===== config.mk =====
export PLATFORM = sky130hd
export DESIGN_NAME = ads7830_i2c_master
export DESIGN_NICKNAME = d
export VERILOG_FILES = /design/src/rtl/ads7830_i2c_master.sv
export SDC_FILE = /design/constraint.sdc
export NUM_CORES = 1
export LEC_CHECK = 0
export CAP_MARGIN = 20
export CORE_MARGIN = 2
export CORE_UTILIZATION = 49
export CTS_BUF_LIST = sky130_fd_sc_hd__clkbuf_4 sky130_fd_sc_hd__clkbuf_8
export CTS_CLUSTER_SIZE = 40
export DETAILED_ROUTE_END_ITERATION = 7
export GPL_TIMING_DRIVEN = 0
export HOLD_SLACK_MARGIN = 0.15
export PLACE_DENSITY = 0.7
export SYNTH_ARGS = -nofsm -noshare
export SYNTH_HDL_FRONTEND = slang
export SYNTH_SLANG_ARGS = --single-unit

===== constraint.sdc =====
create_clock -name clk_i -period 2.5 [get_ports clk_i]
set_input_delay 0.25 -clock clk_i [delete_from_list [all_inputs] [get_ports clk_i]]
set_output_delay 0.25 -clock clk_i [all_outputs]
set_load 0.02 [all_outputs]

===== src/rtl/ads7830_i2c_master.sv =====
// rtl/ads7830_i2c_master.sv - Avalon-MM read request to ADS7830 I2C single-channel conversion bridge
module ads7830_i2c_master #(
    parameter int          SYS_CLK_FREQ_HZ = 25000000,
    parameter int          I2C_FREQ_HZ     = 100000,
    parameter logic [6:0]  DEV_ADDR        = 7'h48,
    parameter logic [1:0]  PD_MODE         = 2'b01
) (
    input  logic       clk_i,
    input  logic       arst_i,
    input  logic [2:0] address,
    input  logic       read,
    output logic [7:0] readdata,
    output logic       readdatavalid,
    output logic       scl_oe_o,
    output logic       sda_oe_o,
    input  logic       sda_i,
    output logic       err_o,
    output logic       busy_o
);
    localparam int QDIV = SYS_CLK_FREQ_HZ / (4 * I2C_FREQ_HZ);
    localparam int QW   = $clog2(QDIV);
    localparam logic [QW-1:0] QMAX = QW'(QDIV - 1);

    typedef enum logic [3:0] {
        IDLE, START, WR_ADDR, WR_CMD, RSTART, RD_ADDR, RD_DATA, STOP, DONE, BUF
    } state_t;

    state_t        state, state_nxt;
    logic [QW-1:0] qcnt;
    logic [1:0]    qtr;
    logic [3:0]    bitn;
    logic [2:0]    addr_q;
    logic [7:0]    rx_q;
    logic          nack_q;
    logic          scl_nxt, sda_nxt;
    logic [7:0]    tx_byte;
    logic          counting, tick, step_end, byte_state, wr_byte, sample;

    // DONE is a single cycle, so the quarter counter is held cleared there as in IDLE
    assign counting   = (state != IDLE) && (state != DONE);
    assign tick       = counting && (qcnt == QMAX);
    assign step_end   = tick && (qtr == 2'd3);
    assign byte_state = (state == WR_ADDR) || (state == WR_CMD) || (state == RD_ADDR) || (state == RD_DATA);
    assign wr_byte    = (state == WR_ADDR) || (state == WR_CMD) || (state == RD_ADDR);
    assign sample     = byte_state && (qtr == 2'd3) && (qcnt == '0);

    always_ff @(posedge clk_i or posedge arst_i) begin
        if (arst_i) begin
            state    <= IDLE;
            qcnt     <= '0;
            qtr      <= 2'd0;
            bitn     <= 4'd0;
            addr_q   <= 3'd0;
            rx_q     <= 8'h00;
            nack_q   <= 1'b0;
            readdata <= 8'h00;
            scl_oe_o <= 1'b0;
            sda_oe_o <= 1'b0;
        end else begin
            state    <= state_nxt;
            scl_oe_o <= scl_nxt;
            sda_oe_o <= sda_nxt;
            if (!counting) begin
                qcnt <= '0;
                qtr  <= 2'd0;
                bitn <= 4'd0;
            end else begin
                qcnt <= tick ? '0 : qcnt + 1'b1;
                if (tick)
                    qtr <= qtr + 2'd1;
                if (step_end && byte_state)
                    bitn <= (bitn == 4'd8) ? 4'd0 : bitn + 4'd1;
            end
            if (state == IDLE) begin
                nack_q <= 1'b0;
                if (read)
                    addr_q <= address;
            end
            if (sample && wr_byte && (bitn == 4'd8) && sda_i)
                nack_q <= 1'b1;
            if (sample && (state == RD_DATA) && (bitn != 4'd8))
                rx_q <= {rx_q[6:0], sda_i};
            if ((state == STOP) && step_end)
                readdata <= nack_q ? 8'h00 : rx_q;
        end
    end

    always_comb begin
        state_nxt = state;
        scl_nxt   = 1'b0;
        sda_nxt   = 1'b0;
        tx_byte   = 8'hFF;
        case (state)
            IDLE: begin
                if (read)
                    state_nxt = START;
            end
            START: begin
                sda_nxt = 1'b1;
                scl_nxt = qtr[1];
                if (step_end)
                    state_nxt = WR_ADDR;
            end
            WR_ADDR, WR_CMD, RD_ADDR, RD_DATA: begin
                case (state)
                    WR_ADDR: tx_byte = {DEV_ADDR, 1'b0};
                    WR_CMD:  tx_byte = {1'b1, addr_q, PD_MODE, 2'b00};
                    RD_ADDR: tx_byte = {DEV_ADDR, 1'b1};
                    default: tx_byte = 8'hFF;
                endcase
                scl_nxt = ~qtr[1];
                // ninth bit always released: slave ACK slot, or master NACK after the data byte
                sda_nxt = (bitn != 4'd8) && !tx_byte[~bitn[2:0]];
                if (step_end && (bitn == 4'd8)) begin
                    if (nack_q)
                        state_nxt = STOP;
                    else begin
                        case (state)
                            WR_ADDR: state_nxt = WR_CMD;
                            WR_CMD:  state_nxt = RSTART;
                            RD_ADDR: state_nxt = RD_DATA;
                            default: state_nxt = STOP;
                        endcase
                    end
                end
            end
            RSTART: begin
                scl_nxt = (qtr == 2'd0) || (qtr == 2'd3);
                sda_nxt = qtr[1];
                if (step_end)
                    state_nxt = RD_ADDR;
            end
            STOP: begin
                scl_nxt = (qtr == 2'd0);
                sda_nxt = (qtr != 2'd3);
                if (step_end)
                    state_nxt = DONE;
            end
            DONE: begin
                state_nxt = BUF;
            end
            BUF: begin
                if (step_end)
                    state_nxt = IDLE;
            end
            default: state_nxt = IDLE;
        endcase
    end

    assign readdatavalid = (state == DONE);
    assign err_o         = (state == DONE) && nack_q;
    assign busy_o        = (state != IDLE);

endmodule

* Word-level counts from Yosys, hierarchy flattened
Index checks and enable logic that the tools add are counted.
Operators by class: reduce and logical (&&, ||, !) cells 28, equal/unequal tests 23, $lt $le $gt $ge 1, bitwise operators 2, mux-type cells 25, add/subtract/negate cells 3
Operator list (number):
- 4-bit two-way mux | 9
- 4-bit case mux with 7 select lines | 1
- 7-bit case mux with 3 select lines | 1
- 4-bit by 3-bit equality test with 1-bit output, second input constant | 4
- 8-bit two-way mux | 2
- 1-bit logical AND | 15
- 2-bit != test, second input constant | 7
- 4-bit equality test, second input constant | 3
- 6-bit two-way mux | 2
- 3-bit case mux with 3 select lines | 1
- 4-bit by 2-bit equality test with 1-bit output, second input constant | 2
- 4-bit != test, second input constant | 2
- 1-bit case mux with 4 select lines | 2
- 6-bit by 1-bit adder with 6-bit output, second input constant | 1
- 6-bit equality test, second input constant | 1
- 6-bit zero test | 1
- 6-bit AND reduction | 1
- 4-bit by 1-bit adder with 4-bit output, second input constant | 1
- 4-bit by 1-bit equality test with 1-bit output, second input constant | 1
- 4-bit zero test | 1
- 1-bit logical OR | 4
- 3-bit by 4-bit < comparator with 1-bit output, second input constant | 1
- 2-bit two-way mux | 2
- 2-bit by 1-bit != test with 1-bit output, second input constant | 2
- 13 further kinds | 15
Storage, ports and cells: register bits after elaboration 38, word-level logic and storage cells 92, output and inout bits 13, input port bits 7

* Longest topological paths before layout
depth in word-level cells 10, gate-level depth with buffers 9, depth with buffers taken out 7

* Worst setup path after synthesis
Ideal clock, no wire load.
kind register -> register, from reg bitn[0], to reg rx_q[0], setup time 125 ps, stages on the path, launching flop included 7, period minus slack after synthesis 2077 ps, arrival 1952 ps, path slack 423 ps, required time 2375 ps, buffers on the path 0, cell sequence dfrtp_1 > inv_1 > ha_1 > and3b_1 > or2_4 > nor4_4 > mux2_2
Between the ends: longest elaborated chain between the ends 2
RTL lines:
- start: declaration | line 31 | logic [3:0] bitn;
- start signal: assignment | line 72 | bitn <= (bitn == 4'd8) ? 4'd0 : bitn + 4'd1;
- 4-bit != test | line 81 | if (sample && (state == RD_DATA) && (bitn != 4'd8))
- 1-bit logical AND | line 81
- end signal: assignment | line 82 | rx_q <= {rx_q[6:0], sda_i};
- end: declaration | line 33 | logic [7:0] rx_q;
No other way between the ends. A chain may end at the register's enable or synchronous reset.

* Worst setup path in the final report
from reg bitn[0], to reg rx_q[7]
Same word-level chain as after synthesis.

==> metrics.txt <==
status=completed; max cap viols=0; Hold WS=0.409 ns; CTS tree=built; cell area after synthesis=2070 sq um; initial DRC count=66; CP cell instances=inv_1 -> ha_1 -> and3b_1 -> or2_4 -> nor4_4 -> mux2_2; Psw=~0.50 mW; ANT nets after route=0; DR vias=1610; P_int=1.14 mW; num rows=23; CP peak stage delay=0.54 ns; worst rel slew slack=0.488; worst-margin pin slew=0.767 ns; EDFF count, synth=0; sequential-to-total area share from yosys stat=0.459; RSZ-0062 raised after global routing=no; Async SR Flop Fraction=1.00; Critical Path AT=2.52 ns; Comb power frac=0.241; Crit Reg-Reg Endpoint=rx_q[7]; fin nets=about 260; Fin Clk Skew=between 0.008 and 0.009 ns; Clk network pwr share=0.318; Worst Setup Path Type=flop to flop; post-synthesis simple-gate area fraction=0.213; r2r worst-path depth=6; core area=just over 4000 sq um; clk slew on worst S/H paths=0.08 ns; total CTS buffers=5; fmax=427 MHz; H-tree depth=2; Max Root-Sink Buffers=2; syn nets=~230; synthesized-area fraction occupied by adder cells=0.0423; Buffers on Ports=19; r2r setup slk=0.16 ns; io pins=20; Syn. warnings=0; drt wl/cell=14.0 um; Netlist cell types=48; full die area=4760 sq um; die height=69.0 um; mux contribution to synthesized area=0.0647; commonest non-fill, non-tap cell in the layout=dfrtp_1; initial antenna violation count=0; origin of the critical flop-to-flop path=bitn[0]; # clock sinks=38; crit end category=flop; drt first pass iters=4; Max IR drop VDD=451 uV; main combinational cell family by area after synthesis=simple AND/OR/NAND/NOR gates; HPWL after DPL=roughly 2900 um; CP Launch Type=flop; final worst-path cycle share=0.937; Critical Path RT=2.68 ns; total gr overflow=0; final hold vios=0; Synth Area in Compound Gates=0.147; DIE WIDTH=69.0 um; Non-Filler Instances=294; setup TNS=0 ns; minimum clock period=2.34 ns; Mapped Cells=about 220; Final setup viols=0; Crit-path slowest cell=nor4_4; top_reg_cell synth=dfrtp_1; later-pin clock latency in the skew report=0.29 ns; Sw Ratio=0.306; Flop pwr share=0.441; Synth Area in XOR/XNOR=0.0296; Synth Register Bits=38; wirelength, routed=4110 um; pin count of the biggest net entering global routing=39; Initial Util=0.514; GPL Wtd Cong=0.864; synthesized area per cell=about 9.6 sq um; DRC violations left=0; Worst Path Max Fanout=8; most frequent cells in the layout=dfrtp_1 (38), nor2_1 (23), clkdlybuf4s50_1 (19), nand2_1 (16), o21ai_0 (15); Tot GR Track Use=0.186; Hold Path Class=input port to asynchronous set/reset pin; dpl cells=roughly 280; share of cells above drive strength 1=0.135; Power Total=between 1.5 and 2 mW; Root Buffer=clkbuf_8; Vias/cell=5.48; via count of the first global-routing pass=1589; P&R area growth vs syn=19.0%; global-route wire length before repair=~7200 um; hold_buf cts=0; Cell Pwr Density=669 nW/um^2; diode count=0; P_leak=1.05 nW; Final Max Slew Viols=0
-- layout make-up --
cell class              instances  area [sq um]
well taps                      50          62.6
flip-flops and latches         38           951
multi-input cells             155          1040
plain buffers                  12          53.8
inverters                      10          37.5
clock inverters                 3          45.0
fillers                       364          1570
repair buffers                 21           205
clock buffers                   5          68.8
-- cell usage after synthesis, drive strengths merged (3+ instances only) --
master / instances / area (sq um)
nor4: 3 / 33.8
a21oi: 11 / 55.1
inv: 10 / 37.5
dfrtp: 38 / 951
or2: 6 / 40.0
clkbuf: 10 / 38.8
nor3: 3 / 15.0
mux2: 11 / 124
xnor2: 3 / 26.3
ha: 7 / 87.6
xor2: 4 / 35.0
nand2b: 9 / 56.3
nand3: 10 / 50.1
nand2: 16 / 60.1
nor2: 23 / 86.3
o21ai: 15 / 75.1
and3: 3 / 18.8
-- power groups by stage --
stage          clock (mW)  combinational [mW]  sequential, mW
2_1_floorplan           0               0.245           0.733
3_3_place_gp            0               0.361           0.733
3_5_place_dp            0               0.363           0.734
4_1_cts             0.537               0.374           0.726
5_1_grt             0.571               0.436           0.736
6_report            0.525               0.397           0.728
-- through the flow --
step,setup WS (ns),cell area (sq um),utilization
2_1_floorplan,0.423,2070,-
3_3_place_gp,-0.181,2320,0.577
3_5_place_dp,-0.175,2320,0.577
4_1_cts,0.0471,2450,0.608
5_1_grt,0.0534,2460,0.611
6_report,0.157,2460,0.611
-- flip-flops by register name (all words and copies together), names as in the netlist --
signal and count:
readdata 8, rx_q 8, qcnt 6, bitn 4, state 4, addr_q 3
qtr 2, nack_q 1, scl_oe_o 1, sda_oe_o 1
-- worst max-delay path by stage --
stage              from       to  slack, ns  cells past startpoint
2_1_floorplan   bitn[0]  rx_q[0]       0.42                      6
3_3_place_gp   state[1]    err_o      -0.18                      4
3_5_place_dp   state[1]    err_o      -0.18                      4
4_1_cts        state[1]    err_o       0.05                      4
5_1_grt         bitn[0]  rx_q[3]       0.05                      6
6_report        bitn[0]  rx_q[7]       0.16                      6
-- per-layer routing --
metal / part of all wire / GRT usage / vias to the layer above
met3: 0.039 / 0.0556 / 6
met2: 0.49 / 0.301 / 35
met5: 0 / 0 / -
met4: 0.012 / 0.0501 / 0
met1: 0.46 / 0.243 / 764
li1: - / - / 805
-- cell families (layout without fill, tap and decap cells) --
| kind of cell | after synthesis | count (layout) |
|---|---|---|
| simple gates | 84 | 84 |
| xor+xnor | 7 | 7 |
| compound gates | 45 | 45 |
| buf+inv | 22 | 51 |
| fa+ha+maj | 7 | 7 |
| flops | 38 | 38 |
| mux | 12 | 12 |
-- what timing repair did --
action	4_1_cts	5_1_grt
endpoints found under the setup margin	2	2
pin swaps	1	1
hold endpoints to repair	0	0
setup buffers	0	2
resized for setup	2	0
-- critical path: cells and delay by family, from the launching register on --
kind,cells,cell delay [ns]
adder cells (fa/ha/maj),1,0.23
flip-flops,1,0.43
AND/OR/NAND/NOR,3,1.06
buffers and inverters,1,0.10
multiplexers,1,0.40
Note: power is estimated with default switching activity, not from simulation.
